### config.mk
export PLATFORM = sky130hd
export DESIGN_NAME = vehicle_speed_ctrl_flat
export DESIGN_NICKNAME = d
export VERILOG_FILES = /design/src/rtl/vehicle_speed_ctrl_if.sv /design/src/rtl/vehicle_speed_ctrl.sv /design/src/flat_wrapper.sv
export SDC_FILE = /design/constraint.sdc
export NUM_CORES = 1
export LEC_CHECK = 0
export BUFFER_PORTS_ARGS = -buffer_cell sky130_fd_sc_hd__buf_2
export CAP_MARGIN = 15
export CORE_MARGIN = 3
export CORE_UTILIZATION = 45
export DETAILED_ROUTE_END_ITERATION = 16
export SLEW_MARGIN = 0
export SYNTH_ARGS = -nofsm -noshare
export SYNTH_HDL_FRONTEND = slang
export SYNTH_SLANG_ARGS = --single-unit
### constraint.sdc
create_clock -name clk -period 6.1 [get_ports clk]
set_clock_uncertainty 0.2 [all_clocks]
set_input_delay 0.915 -clock clk [delete_from_list [all_inputs] [get_ports clk]]
set_output_delay 0.915 -clock clk [all_outputs]
set_load 0.05 [all_outputs]
### src/rtl/vehicle_speed_ctrl_if.sv
// Pedal/gear/strobe inputs and speed/odometer outputs of the vehicle speed stage.
// tick_speed and tick_1sec are single-cycle strobes with no ready/back-pressure; levels are sampled on every clk edge.
interface vehicle_speed_ctrl_if;
    logic        tick_speed;
    logic        tick_1sec;
    logic        engine_on;
    logic        accel;
    logic        brake;
    logic [1:0]  gear;
    logic [7:0]  speed;
    logic        dir_rev;
    logic [1:0]  state;
    logic [13:0] odo_km;
    logic        overspeed;

    modport master (
        output tick_speed, tick_1sec, engine_on, accel, brake, gear,
        input  speed, dir_rev, state, odo_km, overspeed
    );

    modport slave (
        input  tick_speed, tick_1sec, engine_on, accel, brake, gear,
        output speed, dir_rev, state, odo_km, overspeed
    );
endinterface

### src/rtl/vehicle_speed_ctrl.sv
// Vehicle dynamics: integrates pedals/gear into speed on tick_speed and
// accumulates distance into a wrapping odometer on tick_1sec.
module vehicle_speed_ctrl #(
    parameter int unsigned ACC_STEP  = 3,
    parameter int unsigned BRK_STEP  = 5,
    parameter int unsigned DRAG_STEP = 1,
    parameter int unsigned MAX_FWD   = 200,
    parameter int unsigned MAX_REV   = 20,
    parameter int unsigned WARN_SPD  = 120,
    parameter int unsigned ODO_MAX   = 9999
) (
    input logic                 clk,
    input logic                 rst,
    vehicle_speed_ctrl_if.slave bus
);

    localparam logic [1:0] ST_OFF   = 2'b00;
    localparam logic [1:0] ST_READY = 2'b01;
    localparam logic [1:0] ST_FWD   = 2'b10;
    localparam logic [1:0] ST_REV   = 2'b11;

    localparam logic [1:0] GEAR_R = 2'b01;
    localparam logic [1:0] GEAR_D = 2'b11;

    localparam logic [8:0]  ACC_W     = 9'(ACC_STEP);
    localparam logic [8:0]  BRK_W     = 9'(BRK_STEP);
    localparam logic [8:0]  DRAG_W    = 9'(DRAG_STEP);
    localparam logic [8:0]  MAX_FWD_W = 9'(MAX_FWD);
    localparam logic [8:0]  MAX_REV_W = 9'(MAX_REV);
    localparam logic [7:0]  WARN_W    = 8'(WARN_SPD);
    localparam logic [13:0] ODO_MAX_W = 14'(ODO_MAX);
    localparam logic [12:0] KM_DIST   = 13'd3600;

    logic [7:0]  speed_q, speed_d;
    logic [1:0]  state_q, state_d;
    logic        dir_rev_q, dir_rev_d;
    logic        overspeed_q, overspeed_d;
    logic [13:0] odo_q, odo_d;
    logic [11:0] dist_q, dist_d;

    logic [8:0]  spd_ext;
    logic [8:0]  spd_up;
    logic [8:0]  spd_nxt;
    logic [12:0] dist_sum;
    logic        fwd_match, rev_match;
    logic        launch_fwd, launch_rev;

    assign spd_ext  = {1'b0, speed_q};
    assign spd_up   = spd_ext + ACC_W;
    assign dist_sum = {1'b0, dist_q} + {5'd0, speed_q};

    // Reverse acceleration is only allowed up to the reverse ceiling; above it R just drags.
    assign fwd_match = bus.engine_on && bus.accel && (bus.gear == GEAR_D)
                       && ((state_q == ST_READY) || (state_q == ST_FWD));
    assign rev_match = bus.engine_on && bus.accel && (bus.gear == GEAR_R)
                       && ((state_q == ST_READY) || (state_q == ST_REV))
                       && (spd_ext <= MAX_REV_W);

    assign launch_fwd = bus.engine_on && bus.accel && !bus.brake && (bus.gear == GEAR_D);
    assign launch_rev = bus.engine_on && bus.accel && !bus.brake && (bus.gear == GEAR_R);

    always_comb begin
        spd_nxt = spd_ext;
        if (bus.tick_speed) begin
            if (bus.brake) begin
                spd_nxt = (spd_ext > BRK_W) ? (spd_ext - BRK_W) : 9'd0;
            end else if (fwd_match) begin
                spd_nxt = (spd_up > MAX_FWD_W) ? MAX_FWD_W : spd_up;
            end else if (rev_match) begin
                spd_nxt = (spd_up > MAX_REV_W) ? MAX_REV_W : spd_up;
            end else begin
                spd_nxt = (spd_ext > DRAG_W) ? (spd_ext - DRAG_W) : 9'd0;
            end
        end
        speed_d     = spd_nxt[7:0];
        overspeed_d = (speed_d > WARN_W);
    end

    // Distance uses the speed held before any same-cycle speed update.
    always_comb begin
        dist_d = dist_q;
        odo_d  = odo_q;
        if (bus.tick_1sec) begin
            if (dist_sum >= KM_DIST) begin
                dist_d = 12'(dist_sum - KM_DIST);
                odo_d  = (odo_q >= ODO_MAX_W) ? 14'd0 : odo_q + 14'd1;
            end else begin
                dist_d = dist_sum[11:0];
            end
        end
    end

    // A moving state only falls back once speed is 0 and the driver is not launching in that direction.
    always_comb begin
        state_d = state_q;
        case (state_q)
            ST_OFF: begin
                if (bus.engine_on && (speed_q == 8'd0)) state_d = ST_READY;
            end
            ST_READY: begin
                if (!bus.engine_on)   state_d = ST_OFF;
                else if (launch_fwd)  state_d = ST_FWD;
                else if (launch_rev)  state_d = ST_REV;
            end
            ST_FWD: begin
                if (speed_q == 8'd0) begin
                    if (!bus.engine_on)  state_d = ST_OFF;
                    else if (!launch_fwd) state_d = ST_READY;
                end
            end
            default: begin
                if (speed_q == 8'd0) begin
                    if (!bus.engine_on)  state_d = ST_OFF;
                    else if (!launch_rev) state_d = ST_READY;
                end
            end
        endcase
        dir_rev_d = (state_d == ST_REV);
    end

    always_ff @(posedge clk or posedge rst) begin
        if (rst) begin
            speed_q     <= 8'd0;
            state_q     <= ST_OFF;
            dir_rev_q   <= 1'b0;
            overspeed_q <= 1'b0;
            odo_q       <= 14'd0;
            dist_q      <= 12'd0;
        end else begin
            speed_q     <= speed_d;
            state_q     <= state_d;
            dir_rev_q   <= dir_rev_d;
            overspeed_q <= overspeed_d;
            odo_q       <= odo_d;
            dist_q      <= dist_d;
        end
    end

    assign bus.speed     = speed_q;
    assign bus.state     = state_q;
    assign bus.dir_rev   = dir_rev_q;
    assign bus.overspeed = overspeed_q;
    assign bus.odo_km    = odo_q;

endmodule

### src/flat_wrapper.sv
// flat-port wrapper written by rule: the top's interface ports become plain ports
module vehicle_speed_ctrl_flat 
#(
    parameter int unsigned ACC_STEP  = 3,
    parameter int unsigned BRK_STEP  = 5,
    parameter int unsigned DRAG_STEP = 1,
    parameter int unsigned MAX_FWD   = 200,
    parameter int unsigned MAX_REV   = 20,
    parameter int unsigned WARN_SPD  = 120,
    parameter int unsigned ODO_MAX   = 9999
)
  (clk, rst, bus_tick_speed, bus_tick_1sec, bus_engine_on, bus_accel, bus_brake, bus_gear, bus_speed, bus_dir_rev, bus_state, bus_odo_km, bus_overspeed);
  vehicle_speed_ctrl_if bus_i ();
  input logic clk;
  input logic rst;
  input wire logic [$bits(bus_i.tick_speed)-1:0] bus_tick_speed;
  input wire logic [$bits(bus_i.tick_1sec)-1:0] bus_tick_1sec;
  input wire logic [$bits(bus_i.engine_on)-1:0] bus_engine_on;
  input wire logic [$bits(bus_i.accel)-1:0] bus_accel;
  input wire logic [$bits(bus_i.brake)-1:0] bus_brake;
  input wire logic [$bits(bus_i.gear)-1:0] bus_gear;
  output wire logic [$bits(bus_i.speed)-1:0] bus_speed;
  output wire logic [$bits(bus_i.dir_rev)-1:0] bus_dir_rev;
  output wire logic [$bits(bus_i.state)-1:0] bus_state;
  output wire logic [$bits(bus_i.odo_km)-1:0] bus_odo_km;
  output wire logic [$bits(bus_i.overspeed)-1:0] bus_overspeed;
  assign bus_i.tick_speed = bus_tick_speed;
  assign bus_i.tick_1sec = bus_tick_1sec;
  assign bus_i.engine_on = bus_engine_on;
  assign bus_i.accel = bus_accel;
  assign bus_i.brake = bus_brake;
  assign bus_i.gear = bus_gear;
  assign bus_speed = bus_i.speed;
  assign bus_dir_rev = bus_i.dir_rev;
  assign bus_state = bus_i.state;
  assign bus_odo_km = bus_i.odo_km;
  assign bus_overspeed = bus_i.overspeed;
  vehicle_speed_ctrl #(.ACC_STEP(ACC_STEP), .BRK_STEP(BRK_STEP), .DRAG_STEP(DRAG_STEP), .MAX_FWD(MAX_FWD), .MAX_REV(MAX_REV), .WARN_SPD(WARN_SPD), .ODO_MAX(ODO_MAX)) u_core (.clk(clk), .rst(rst), .bus(bus_i));
endmodule
==> results.sh <==
export IMPL_swShare_pct=53.36
export IMPL_worst_slew_pin_slew_ps=732.4
export IMPL_fp_dieW_um=93.11
export IMPL_cts_hold_buf=0
export IMPL_synth_main_ff_cell="dfrtp_1"
export IMPL_p_int_mw=0.9314
export IMPL_p_leak_nw=1.587
export IMPL_critPathArrivalTime_ps=4310
export IMPL_layout_min_cycle_time_ps=4290
export IMPL_diodes=0
export IMPL_clkLatencyLatePin_ps=290
export IMPL_synth_cell_types=76
export IMPL_vias=3192
export IMPL_maxCapViolations=0
export IMPL_rows=31
export IMPL_grt_overflow=0
export IMPL_p_sw_mw=1.066
export IMPL_track_usage_pct=19.89
export IMPL_synth_async_reset_ratio_pct=100.0
export IMPL_rsz0062_at_grt="no"
export IMPL_start_util_pct=46.83
export IMPL_grt_pass1_wl_um=14350
export IMPL_cts_sinks=38
export IMPL_synthTopCellsByCount="nand2_1 (46), nor2_1 (42), dfrtp_1 (38), a21oi_1 (36), o21ai_0 (32)"
export IMPL_fin_setup_tns_ps=0
export IMPL_drive_gt1_share_pct=14.92
export IMPL_syn_instance_count=427
export IMPL_tritoncts="yes"
export IMPL_syn_area_um2=3415
export IMPL_critical_path_class="register to register"
export IMPL_cts_clk_slew_worst_paths_ps=80
export IMPL_avgSynthCellArea_um2=7.997
export IMPL_synthAdderAreaFrac_pct=7.549
export IMPL_final_cells=548
export IMPL_place_hpwl_um=6134
export IMPL_maxSlewViolCount=0
export IMPL_place_ws_ps=1894
export IMPL_power_mw=1.997
export IMPL_fin_util_pct=51.01
export IMPL_synth_compound_area_share_pct=27.74
export IMPL_cts_setup_buffers=0
export IMPL_ir_drop_mv=0.1805
export IMPL_cts_htree_levels=2
export IMPL_yosysTopAreaCell="dfrtp_1"
export IMPL_clockPowerShare_pct=9.2
export IMPL_synthMuxAreaShare_pct=1.576
export IMPL_placed_area_um2=3625
export IMPL_synthTopCellsByArea="dfrtp_1 (28%), ha_1 (7.0%), a21oi_1 (5.3%)"
export IMPL_synthXorXnorAreaFrac_pct=4.837
export IMPL_pwr_share_comb_pct=66.9
export IMPL_dpl_cell_count=540
export IMPL_ys_warnings_count=0
export IMPL_clock_path_buffers=2
export IMPL_dieHeight_um=93.11
export IMPL_cts_root_buf="clkbuf_8"
export IMPL_run_status="finished clean"
export IMPL_powerDensity_nw_per_um2=536.9
export IMPL_drc=0
export IMPL_portBuffers=34
export IMPL_path_max_fanout=25
export IMPL_synth_edf_count=0
export IMPL_synth_net_count=456
export IMPL_drt_first_pass_iters=4
export IMPL_holdCritPathClass="register to register"
export IMPL_synth_top_family_by_area="compound AO/OA/AOI/OAI gates"
export IMPL_synth_simple_area_share_pct=25.91
export IMPL_core_area_um2=7292
export IMPL_grt_pass1_vias=3001
export IMPL_viasPerCell=5.825
export IMPL_yosys_area_top_type_share_pct=27.85
export IMPL_final_hold_viol_count=0
export IMPL_wire_per_inst_um=15.27
export IMPL_slew_limit_headroom_pct=51.17
export IMPL_p_seq_share_pct=23.9
export IMPL_post_cts_resized=0
export IMPL_io_pin_count=35
export IMPL_finalNetCount=477
export IMPL_worstPathRequired_ps=6120
export IMPL_fin_area_um2=3720
export IMPL_setup_viol=0
export IMPL_dieArea_um2=8669
export IMPL_setup_slack_ps=1810
export IMPL_startpoint_type="register"
export IMPL_synthToLayoutAreaGrowth_pct=8.941
export IMPL_clock_fmax_ghz=0.2331
export IMPL_drt_iter0_drc=161
export IMPL_end_kind="register"
export IMPL_antenna_left=0
export IMPL_fin_crit_sh_pct=70.33
export IMPL_totalWireLength_um=8369
export IMPL_place_gp_congestion=0.8898
export IMPL_synth_seq_cells=38
export IMPL_hold_worst_slack_ps=326.7
export IMPL_yosysMostFrequentCell="nand2_1"
export IMPL_cts_buffers=5
export IMPL_antenna_found_initial=0
export IMPL_grt_max_degree=39
export IMPL_ys_seq_area_share_pct=27.85
logic make-up (layout without fill, tap and decap cells):
| group | count (synthesis) | after routing |
|---|---|---|
| and+or+nand+nor | 172 | 172 |
| AOI/OAI and AO/OA | 136 | 136 |
| adders and majority gates | 20 | 20 |
| DFF | 38 | 38 |
| muxes | 5 | 5 |
| xor gates and xnor gates | 18 | 18 |
| buffers and inverters | 38 | 60 |
final timing paths:
check / start / to / slack, ps / cells after the start
worst max-delay path: u_core.bus.speed[3] / u_core.bus.odo_km[9] / 1810 / 13
worst min-delay path: u_core.dist_q[2] / u_core.dist_q[2] / 330 / 1
worst max register to register: u_core.bus.speed[3] / u_core.bus.odo_km[9] / 1810 / 13
worst min register to register: u_core.dist_q[2] / u_core.dist_q[2] / 330 / 1
max in group asynchronous: rst / u_core.bus.speed[4] / 4830 / 3
min in group asynchronous: rst / u_core.bus.odo_km[10] / 530 / 3
worst max-delay path, cell delays in order (launching register included):
cell and delay [ps]:
dfrtp_1 820, ha_1 390, and2_4 160, a221o_1 350
nor3_1 280, nor2_1 100, inv_1 90, ha_1 140
nand2_1 50, or4_1 490, a21oi_4 300, o21bai_4 160
or4_1 540, a21oi_1 150
metal layers:
metal	share of wire, %	GRT usage [%]
met1	49	28.81
met2	47	31.37
met3	3.5	2.896
met4	1.0	4.518
met5	0	0
flip-flops by register name (all words and copies together), names as in the netlist:
signal and cells:
u_core.bus.dir_rev 1, u_core.bus.state 2, u_core.bus.overspeed 1, u_core.bus.speed 8, u_core.bus.odo_km 14, u_core.dist_q 12
area by class of cell:
cell class                      instances  area (um^2)
Fill cell                             731         3572
Multi-Input combinational cell        351         2308
Sequential cell                        38        950.9
Timing Repair Buffer                   35        177.7
Tap cell                               99        123.9
Clock buffer                            6        82.58
Inverter                               17        63.81
Clock inverter                          2        12.51
layout by cell type (no fill, tap or decap), types with 4 or more instances in the layout:
| cell type | instances |
|---|---|
| a21o_1 | 4 |
| a21oi_1 | 36 |
| a311oi_1 | 5 |
| a31oi_1 | 5 |
| and2_1 | 5 |
| and3_1 | 8 |
| buf_2 | 34 |
| clkbuf_8 | 6 |
| dfrtp_1 | 38 |
| ha_1 | 19 |
| inv_1 | 17 |
| nand2_1 | 46 |
| nand2b_1 | 7 |
| nand3_1 | 10 |
| nand4_1 | 4 |
| nor2_1 | 42 |
| nor2b_1 | 6 |
| nor3_1 | 9 |
| nor4_1 | 4 |
| o21ai_0 | 32 |
| o31ai_1 | 5 |
| or2_2 | 4 |
| or4_1 | 5 |
| xnor2_1 | 9 |
| xor2_1 | 8 |
power groups by stage:
| stage | Combinational, mW | Clock (mW) | Sequential [mW] |
|---|---|---|---|
| global route | 1.48 | 0.201 | 0.498 |
| finish | 1.34 | 0.183 | 0.478 |
| global placement | 1.31 | 0 | 0.479 |
| CTS | 1.33 | 0.192 | 0.476 |
| floorplan | 1.04 | 0 | 0.507 |
| detailed placement | 1.32 | 0 | 0.481 |
No activity file was read; power rests on OpenSTA's default activity.
